$ cat src/rtl/hazard_stall_ctrl.sv
// hazard_stall_ctrl
//   Stall/flush controller for the 5-stage RV32I pipeline. It covers the
//   hazards that forwarding cannot hide: load-use, branch-on-load (load in
//   E or M), taken-branch redirect and data-memory wait. It also keeps
//   saturating stall-cycle and flush counters.
// Ports
//   i_clk, i_reset         : clock and synchronous active-high reset
//   i_rs*_addr_D/_use_D    : source registers of the D instruction
//   i_is_br_D, i_br_taken_D: D is a branch/jalr, and it resolved taken
//   i_rd_addr_E/M, i_rd_wren_E/M, i_mem_rd_E/M : producers in E and M
//   i_lsu_busy             : data memory not ready, M cannot complete
//   o_stall_F/D/E/M        : hold PC and the pipeline registers
//   o_flush_D/E            : insert a bubble into IF/ID and ID/EX
//   o_stall_cnt            : cycles with o_stall_D=1, saturating
//   o_flush_cnt            : taken-branch flushes, saturating
module hazard_stall_ctrl #(
  parameter int CNT_W = 32
) (
  input  logic             i_clk,
  input  logic             i_reset,
  input  logic [4:0]       i_rs1_addr_D,
  input  logic [4:0]       i_rs2_addr_D,
  input  logic             i_rs1_use_D,
  input  logic             i_rs2_use_D,
  input  logic             i_is_br_D,
  input  logic             i_br_taken_D,
  input  logic [4:0]       i_rd_addr_E,
  input  logic             i_rd_wren_E,
  input  logic             i_mem_rd_E,
  input  logic [4:0]       i_rd_addr_M,
  input  logic             i_rd_wren_M,
  input  logic             i_mem_rd_M,
  input  logic             i_lsu_busy,
  output logic             o_stall_F,
  output logic             o_stall_D,
  output logic             o_stall_E,
  output logic             o_stall_M,
  output logic             o_flush_D,
  output logic             o_flush_E,
  output logic [CNT_W-1:0] o_stall_cnt,
  output logic [CNT_W-1:0] o_flush_cnt
);

  typedef enum logic {RUN, STALL} state_t;

  state_t state;
  // Extra stall cycles still owed after the current STALL cycle. The H2
  // window is exactly two cycles, so it is always loaded with 0.
  logic   stall_left;

  logic m_e, m_m, h1, h2, hz_cyc;

  // x0 is never a real producer, so a zero address can never match.
  assign m_e = i_rd_wren_E &&
               ((i_rs1_use_D && i_rs1_addr_D != 5'd0 && i_rs1_addr_D == i_rd_addr_E) ||
                (i_rs2_use_D && i_rs2_addr_D != 5'd0 && i_rs2_addr_D == i_rd_addr_E));
  assign m_m = i_rd_wren_M &&
               ((i_rs1_use_D && i_rs1_addr_D != 5'd0 && i_rs1_addr_D == i_rd_addr_M) ||
                (i_rs2_use_D && i_rs2_addr_D != 5'd0 && i_rs2_addr_D == i_rd_addr_M));

  // ALU producers are forwarded; only loads create hazards. A branch needs
  // its operands in D, so a load in M still costs it one cycle.
  assign h2 = i_is_br_D && i_mem_rd_E && m_e;
  assign h1 = (!i_is_br_D && i_mem_rd_E && m_e) || (i_is_br_D && i_mem_rd_M && m_m);

  assign hz_cyc = (state == STALL) || h1 || h2;

  always_comb begin
    o_stall_F = 1'b0;
    o_stall_D = 1'b0;
    o_stall_E = 1'b0;
    o_stall_M = 1'b0;
    o_flush_D = 1'b0;
    o_flush_E = 1'b0;
    if (!i_reset) begin
      if (i_lsu_busy) begin
        // Whole pipe freezes; nothing may be discarded while M waits.
        o_stall_F = 1'b1;
        o_stall_D = 1'b1;
        o_stall_E = 1'b1;
        o_stall_M = 1'b1;
      end else if (hz_cyc) begin
        // Hold F/D, bubble into E. A taken branch here is not yet valid
        // because its operands were stale, so no redirect.
        o_stall_F = 1'b1;
        o_stall_D = 1'b1;
        o_flush_E = 1'b1;
      end else if (i_br_taken_D) begin
        o_flush_D = 1'b1;
      end
    end
  end

  always_ff @(posedge i_clk) begin
    if (i_reset) begin
      state       <= RUN;
      stall_left  <= 1'b0;
      o_stall_cnt <= '0;
      o_flush_cnt <= '0;
    end else begin
      if (!i_lsu_busy) begin
        case (state)
          RUN: if (h2) begin
            state      <= STALL;
            stall_left <= 1'b0;
          end
          STALL: begin
            if (stall_left) stall_left <= 1'b0;
            else            state      <= RUN;
          end
          default: state <= RUN;
        endcase
      end
      if (o_stall_D && o_stall_cnt != {CNT_W{1'b1}}) o_stall_cnt <= o_stall_cnt + 1'b1;
      if (o_flush_D && o_flush_cnt != {CNT_W{1'b1}}) o_flush_cnt <= o_flush_cnt + 1'b1;
    end
  end

endmodule

$ cat config.mk
export PLATFORM = sky130hd
export DESIGN_NAME = hazard_stall_ctrl
export DESIGN_NICKNAME = d
export VERILOG_FILES = /design/src/rtl/hazard_stall_ctrl.sv
export SDC_FILE = /design/constraint.sdc
export NUM_CORES = 1
export LEC_CHECK = 0
export BUFFER_PORTS_ARGS = -buffer_cell sky130_fd_sc_hd__buf_2
export CORE_MARGIN = 1
export CORE_UTILIZATION = 53
export CTS_CLUSTER_SIZE = 10
export DETAILED_ROUTE_END_ITERATION = 10
export PLACE_DENSITY_LB_ADDON = 0.2
export SKIP_LAST_GASP = 1
export SYNTH_ARGS = -nofsm -noshare
export SYNTH_HDL_FRONTEND = slang
export SYNTH_SLANG_ARGS = --single-unit
$ cat constraint.sdc
create_clock -name i_clk -period 4.4 [get_ports i_clk]
set_clock_uncertainty 0.15 [all_clocks]
set_input_delay 1.1 -clock i_clk [delete_from_list [all_inputs] [get_ports i_clk]]
set_output_delay 1.1 -clock i_clk [all_outputs]
set_load 0.03 [all_outputs]
==> out/results.ini, run 1 <==
[logic_synthesis]
ys_seq_area_share_pct = 34.12
synth_area_per_cell_um2 = 8.309
syn_area_um2 = 3814
synth_flop_cell = dfxtp_1
async_flop_share_pct = 0
syn_nets = 492
synth_edf_count = 0
synthCells = 459
synthDistinctLibCells = 50
ys_seq_elements = 65
yosysWarnings = 0

[place]
place_hpwl_um = 6652
gp_congestion = 0.8202
port_buffers = 100
placed_area_um2 = 4315
dpl.cell_count = 633

[global_routing]
grt_overflow_total = 0
grt_pass1_wl_um = 15460
grt_max_degree = 75
grt_usage_pct = 25.86
grt_pass1_vias = 3341
grt_antenna_before_repair = 0

[detailed_routing]
firstDrtPassIters = 5
ant_nets = 0
num_vias = 3854
routed_wl_um = 9439
routedWlPerCell_um = 14.54
drcViolationCount = 0
vias_per_cell = 5.938
dr.first_iter.drc_count = 206

[setup_path]
reg2reg_from = o_flush_cnt[0]
rrSetupSlack_ps = 1310
path_max_fanout = 3
critPathKind = input pin to output port
required_ps = 3150
worst_setup_path_end_kind = output port
worstSetupStartpointType = input pin
crit_start = i_rs1_addr_D[1]
crit_arrival_ps = 2690

[timing]
finalHoldViolations = 0
min_period_ps = 3944
period_share_pct = 89.64
setup-tns-final_ps = 0
worst_pin_slew_ps = 806.5
relSlewSlack_pct = 45.74
maxSlewViolCount = 0
whs_ps = 331.6
rsz0062_at_grt = no
clock.fmax_mhz = 253.5
final-setup-viol-count = 0

[floorplan]
die_w_um = 86.83
rows = 30
core-area_um2 = 6869
die_h_um = 86.83
die_area_um2 = 7539
num_io_pins = 101
start_util_pct = 55.52

[clock_network]
cts_buffers = 9
post_cts_buffers = 0
path_clk_slew_ps = 70
clk_path_buf_depth = 2
cts_hold_buffers = 0
root_buffer = clkbuf_8
clk-insertion-delay-late_ps = 340
htreeDepth = 3
cts_tree = built
clock-sinks = 65
postCtsResizedCells = 0

[layout]
final_util_pct = 65.85
final_cell_mix = buf_2, dfxtp_1, a21oi_1
final_cells = 649
area_growth_syn_to_layout_pct = 18.60
layout_commonest_cell = buf_2
post_route_cells_drive_above_1_share_pct = 26.04
fin_area_um2 = 4523
final_nets = 581
insertedDiodeCount = 0

[pwr]
p_per_area_nw_per_um2 = 270.9
p_leak_nw = 1.836
peakVddDrop_v = 0.0001552

[worst_hold_path]
min-delay-start = state
min_path_type = flip-flop to flip-flop

[run_status]
outcome = finished, final reports clean

[flow_run]
max_cap_violations = 0

==> report_power, final <==
part / switching, mW / internal [mW]
Combinational: 0.0653 / 0.0368
Sequential: 0.00389 / 0.591
Clock: 0.220 / 0.308
==> sequential cells by signal (all words and copies together) (netlist names) <==
register     count
o_flush_cnt     32
o_stall_cnt     32
state            1
==> per-stage QoR <==
stage | total power, mW | setup WS [ps]
floorplan | 0.6746 | 197.2
global placement | 0.7074 | 495.7
detailed placement | 0.7106 | 474.3
CTS | 1.238 | 466.1
global route | 1.276 | 349.5
finish | 1.225 | 455.9
==> worst paths after layout <==
check	cells past startpoint	endpoint
worst min register to register	2	state
worst max-delay path	8	o_flush_E
worst max register to register	8	o_flush_cnt[5]
worst min-delay path	2	state
==> area by class of cell <==
| class | instances | area [um^2] |
|---|---|---|
| clock buffers | 14 | 172.7 |
| clock inverters | 2 | 35.03 |
| fillers | 627 | 2346 |
| inverters | 7 | 26.28 |
| multi-input cells | 359 | 2322 |
| flip-flops and latches | 65 | 1301 |
| well taps | 96 | 120.1 |
| repair buffers | 106 | 545.5 |
==> cell families after synthesis <==
family,count (synthesis),synth area share [%]
muxes,16,4.659
AOI/OAI and AO/OA,98,15.16
buffers and inverters,35,4.987
adders and majority gates,2,0.6561
xor gates and xnor gates,22,5.052
and+or+nand+nor,221,35.37
DFF,65,34.12
==> critical path: stages <==
cell and delay (ps):
buf_2 120, xnor2_1 170, nand4_1 140, or4_1 560, nand2_1 110, nor2_1 50
a211oi_1 210, buf_2 230
==> cells in the mapped netlist, types with 3 or more instances <==
library cell,number,area [um^2]
dfxtp_1,65,1301
a21oi_1,39,195.2
or3_1,32,200.2
nand3_1,30,150.1
o21ai_0,29,145.1
nor2_1,27,101.4
nand4_1,24,150.1
nand2_1,21,78.83
xnor2_1,17,148.9
and3_1,16,100.1
nor2b_1,15,93.84
clkbuf_1,13,48.80
or4_1,12,90.09
inv_1,7,26.28
mux2_1,7,78.83
mux2_2,7,78.83
o31ai_1,7,52.55
and4_1,6,52.55
buf_4,6,45.04
nor3_1,6,30.03
o41ai_1,6,52.55
buf_2,5,25.02
nor4_1,5,31.28
xor2_1,5,43.79
buf_6,4,45.04
and2_1,3,18.77
nor3b_1,3,22.52
nor4_2,3,37.54
o21a_1,3,22.52
o21ai_1,3,15.01
or2_2,3,18.77
or4b_1,3,30.03
==> per-layer routing <==
metal | up-vias | share of wire, % | GRT usage (%) | wire (um)
met2 | 119 | 49 | 41.59 | 4594
met5 | - | 0 | 0 | 0
met3 | 7 | 5.7 | 6.857 | 538
li1 | 1903 | - | - | -
met1 | 1825 | 45 | 33.73 | 4234
met4 | 0 | 0.76 | 8.182 | 72
Note: power is estimated with default switching activity, not from simulation.
==> inputs of run 2 (changes only) <==
--- a/config.mk
+++ b/config.mk
@@ -5,11 +5,11 @@
 export SDC_FILE = /design/constraint.sdc
 export NUM_CORES = 1
 export LEC_CHECK = 0
-export BUFFER_PORTS_ARGS = -buffer_cell sky130_fd_sc_hd__buf_2
 export CORE_MARGIN = 1
-export CORE_UTILIZATION = 53
+export CORE_UTILIZATION = 34
 export CTS_CLUSTER_SIZE = 10
 export DETAILED_ROUTE_END_ITERATION = 10
+export DONT_BUFFER_PORTS = 1
 export PLACE_DENSITY_LB_ADDON = 0.2
 export SKIP_LAST_GASP = 1
 export SYNTH_ARGS = -nofsm -noshare
==> constraint.sdc (replaced) <==
create_clock -name i_clk -period 3.7 [get_ports i_clk]
set_clock_uncertainty 0.15 [all_clocks]
set_input_delay 0.925 -clock i_clk [delete_from_list [all_inputs] [get_ports i_clk]]
set_output_delay 0.925 -clock i_clk [all_outputs]
set_load 0.03 [all_outputs]
==> out/results.ini, run 2 (synthesis gave the netlist of run 1 again) <==
[setup_path]
cp_slowest_cell = or4_1
path_cells = or4_1 -> o21ai_2 -> or4_1 -> nand3_1 -> nor2_2 -> nor2_2 -> buf_4
worst_setup_path_end_kind = output port
path_max_fanout = 3
critPathKind = input pin to output port
worstSetupStartpointType = input pin
rr_worst_depth = 8
slowest_delay_ps = 530
crit_arrival_ps = 2320
crit_start = i_rs2_addr_D[1]
required_ps = 2620
reg2reg_from = o_flush_cnt[3]

[clock_network]
root_buffer = clkbuf_8
htreeDepth = 3
postCtsResizedCells = 0
clock-sinks = 65
post_cts_buffers = 0
cts_buffers = 9
clk-insertion-delay-late_ps = 360
cts_tree = built
cts_hold_buffers = 0
path_clk_slew_ps = 70
clk_path_buf_depth = 2

[pwr]
switching_share_pct = 23.39
p_leak_nw = 1.393
pwr-share-seq_pct = 48.9
intPower_mw = 1.103
p_sw_mw = 0.3368
p_per_area_nw_per_um2 = 344.9
clkPwrFrac_pct = 45.0
p_comb_share_pct = 6.1
peakVddDrop_v = 0.0001832

[layout]
final_cells = 604
final_util_pct = 38.35
insertedDiodeCount = 0
post_route_cells_drive_above_1_share_pct = 12.07
final_nets = 492
final_cell_mix = dfxtp_1, a21oi_1, or3_1
top_regs = o_flush_cnt x32, o_stall_cnt x32, state x1
area_growth_syn_to_layout_pct = 9.482
layout_commonest_cell = dfxtp_1
fin_area_um2 = 4175

[floorplan]
die_area_um2 = 11640
rows = 38
num_io_pins = 101
core-area_um2 = 10890
die_h_um = 107.9
start_util_pct = 35.03
die_w_um = 107.9

[timing]
maxSlewViolCount = 0
worst_pin_slew_ps = 609.3
period_share_pct = 91.69
rsz0062_at_grt = no
final-setup-viol-count = 0
setup-tns-final_ps = 0
clock.fmax_mhz = 294.8
relSlewSlack_pct = 58.85
finalHoldViolations = 0
whs_ps = 324.8
min_period_ps = 3393

[worst_hold_path]
hold_depth = 2
min_path_type = flip-flop to flip-flop
min-delay-start = state

[global_routing]
grt_antenna_before_repair = 0
grt_pass1_vias = 3107
grt_pass1_wl_um = 16040
grt_usage_pct = 17.53
grt_overflow_total = 0
grt_max_degree = 80

[detailed_routing]
ant_nets = 0
dr.first_iter.drc_count = 165
vias_per_cell = 5.757
routedWlPerCell_um = 16.23
firstDrtPassIters = 4
num_vias = 3477
drcViolationCount = 0
routed_wl_um = 9801

[place]
port_buffers = 0
place_hpwl_um = 6726
dpl.cell_count = 588
gp_congestion = 0.8587
placed_area_um2 = 3968

[run_status]
outcome = finished, final reports clean

[flow_run]
max_cap_violations = 0

## run 2: power groups by stage
| stage | registers [mW] | logic, mW | clock network [mW] |
|---|---|---|---|
| finish | 0.704 | 0.0884 | 0.648 |
| global route | 0.704 | 0.0973 | 0.697 |
| CTS | 0.704 | 0.0891 | 0.673 |
| detailed placement | 0.720 | 0.0889 | 0 |
| global placement | 0.720 | 0.0872 | 0 |
| floorplan | 0.729 | 0.0732 | 0 |
## run 2: worst paths after layout
kind / end / slack [ps]
worst max-delay path: o_stall_F / 310
worst min-delay path: state / 320
worst min register to register: state / 320
worst max register to register: o_flush_cnt[1] / 690
## run 2: layout make-up
cell class	instances	area, um^2
clock buffer	14	172.7
clock inverter	2	35.03
fill	1110	6713
inverter	7	26.28
multi-input combinational	359	2325
sequential	65	1301
tap	140	175.2
timing repair buffer	17	140.1
## run 2: critical path, delay by kind of cell
kind	cells	cell delay (ps)
AND/OR/NAND/NOR	5	1020
buffers and inverters	1	190
AO/OA/AOI/OAI	1	170
## run 2: stage by stage
step / worst slack, ps / power, mW
3_5_place_dp: 313.2 / 0.8092
5_1_grt: 155.9 / 1.498
3_3_place_gp: 320.9 / 0.8075
2_1_floorplan: 18.96 / 0.8025
4_1_cts: 311.2 / 1.466
6_report: 307.4 / 1.440
## run 2: layer usage
layer  global-route usage, %  vias to the layer above  share of wire (%)
met5                       0                        -                  0
met4                   8.219                        0                1.9
met3                   5.024                       16                5.6
met2                   27.38                       75                 47
met1                   22.20                     1667                 46
li1                        -                     1719                  -
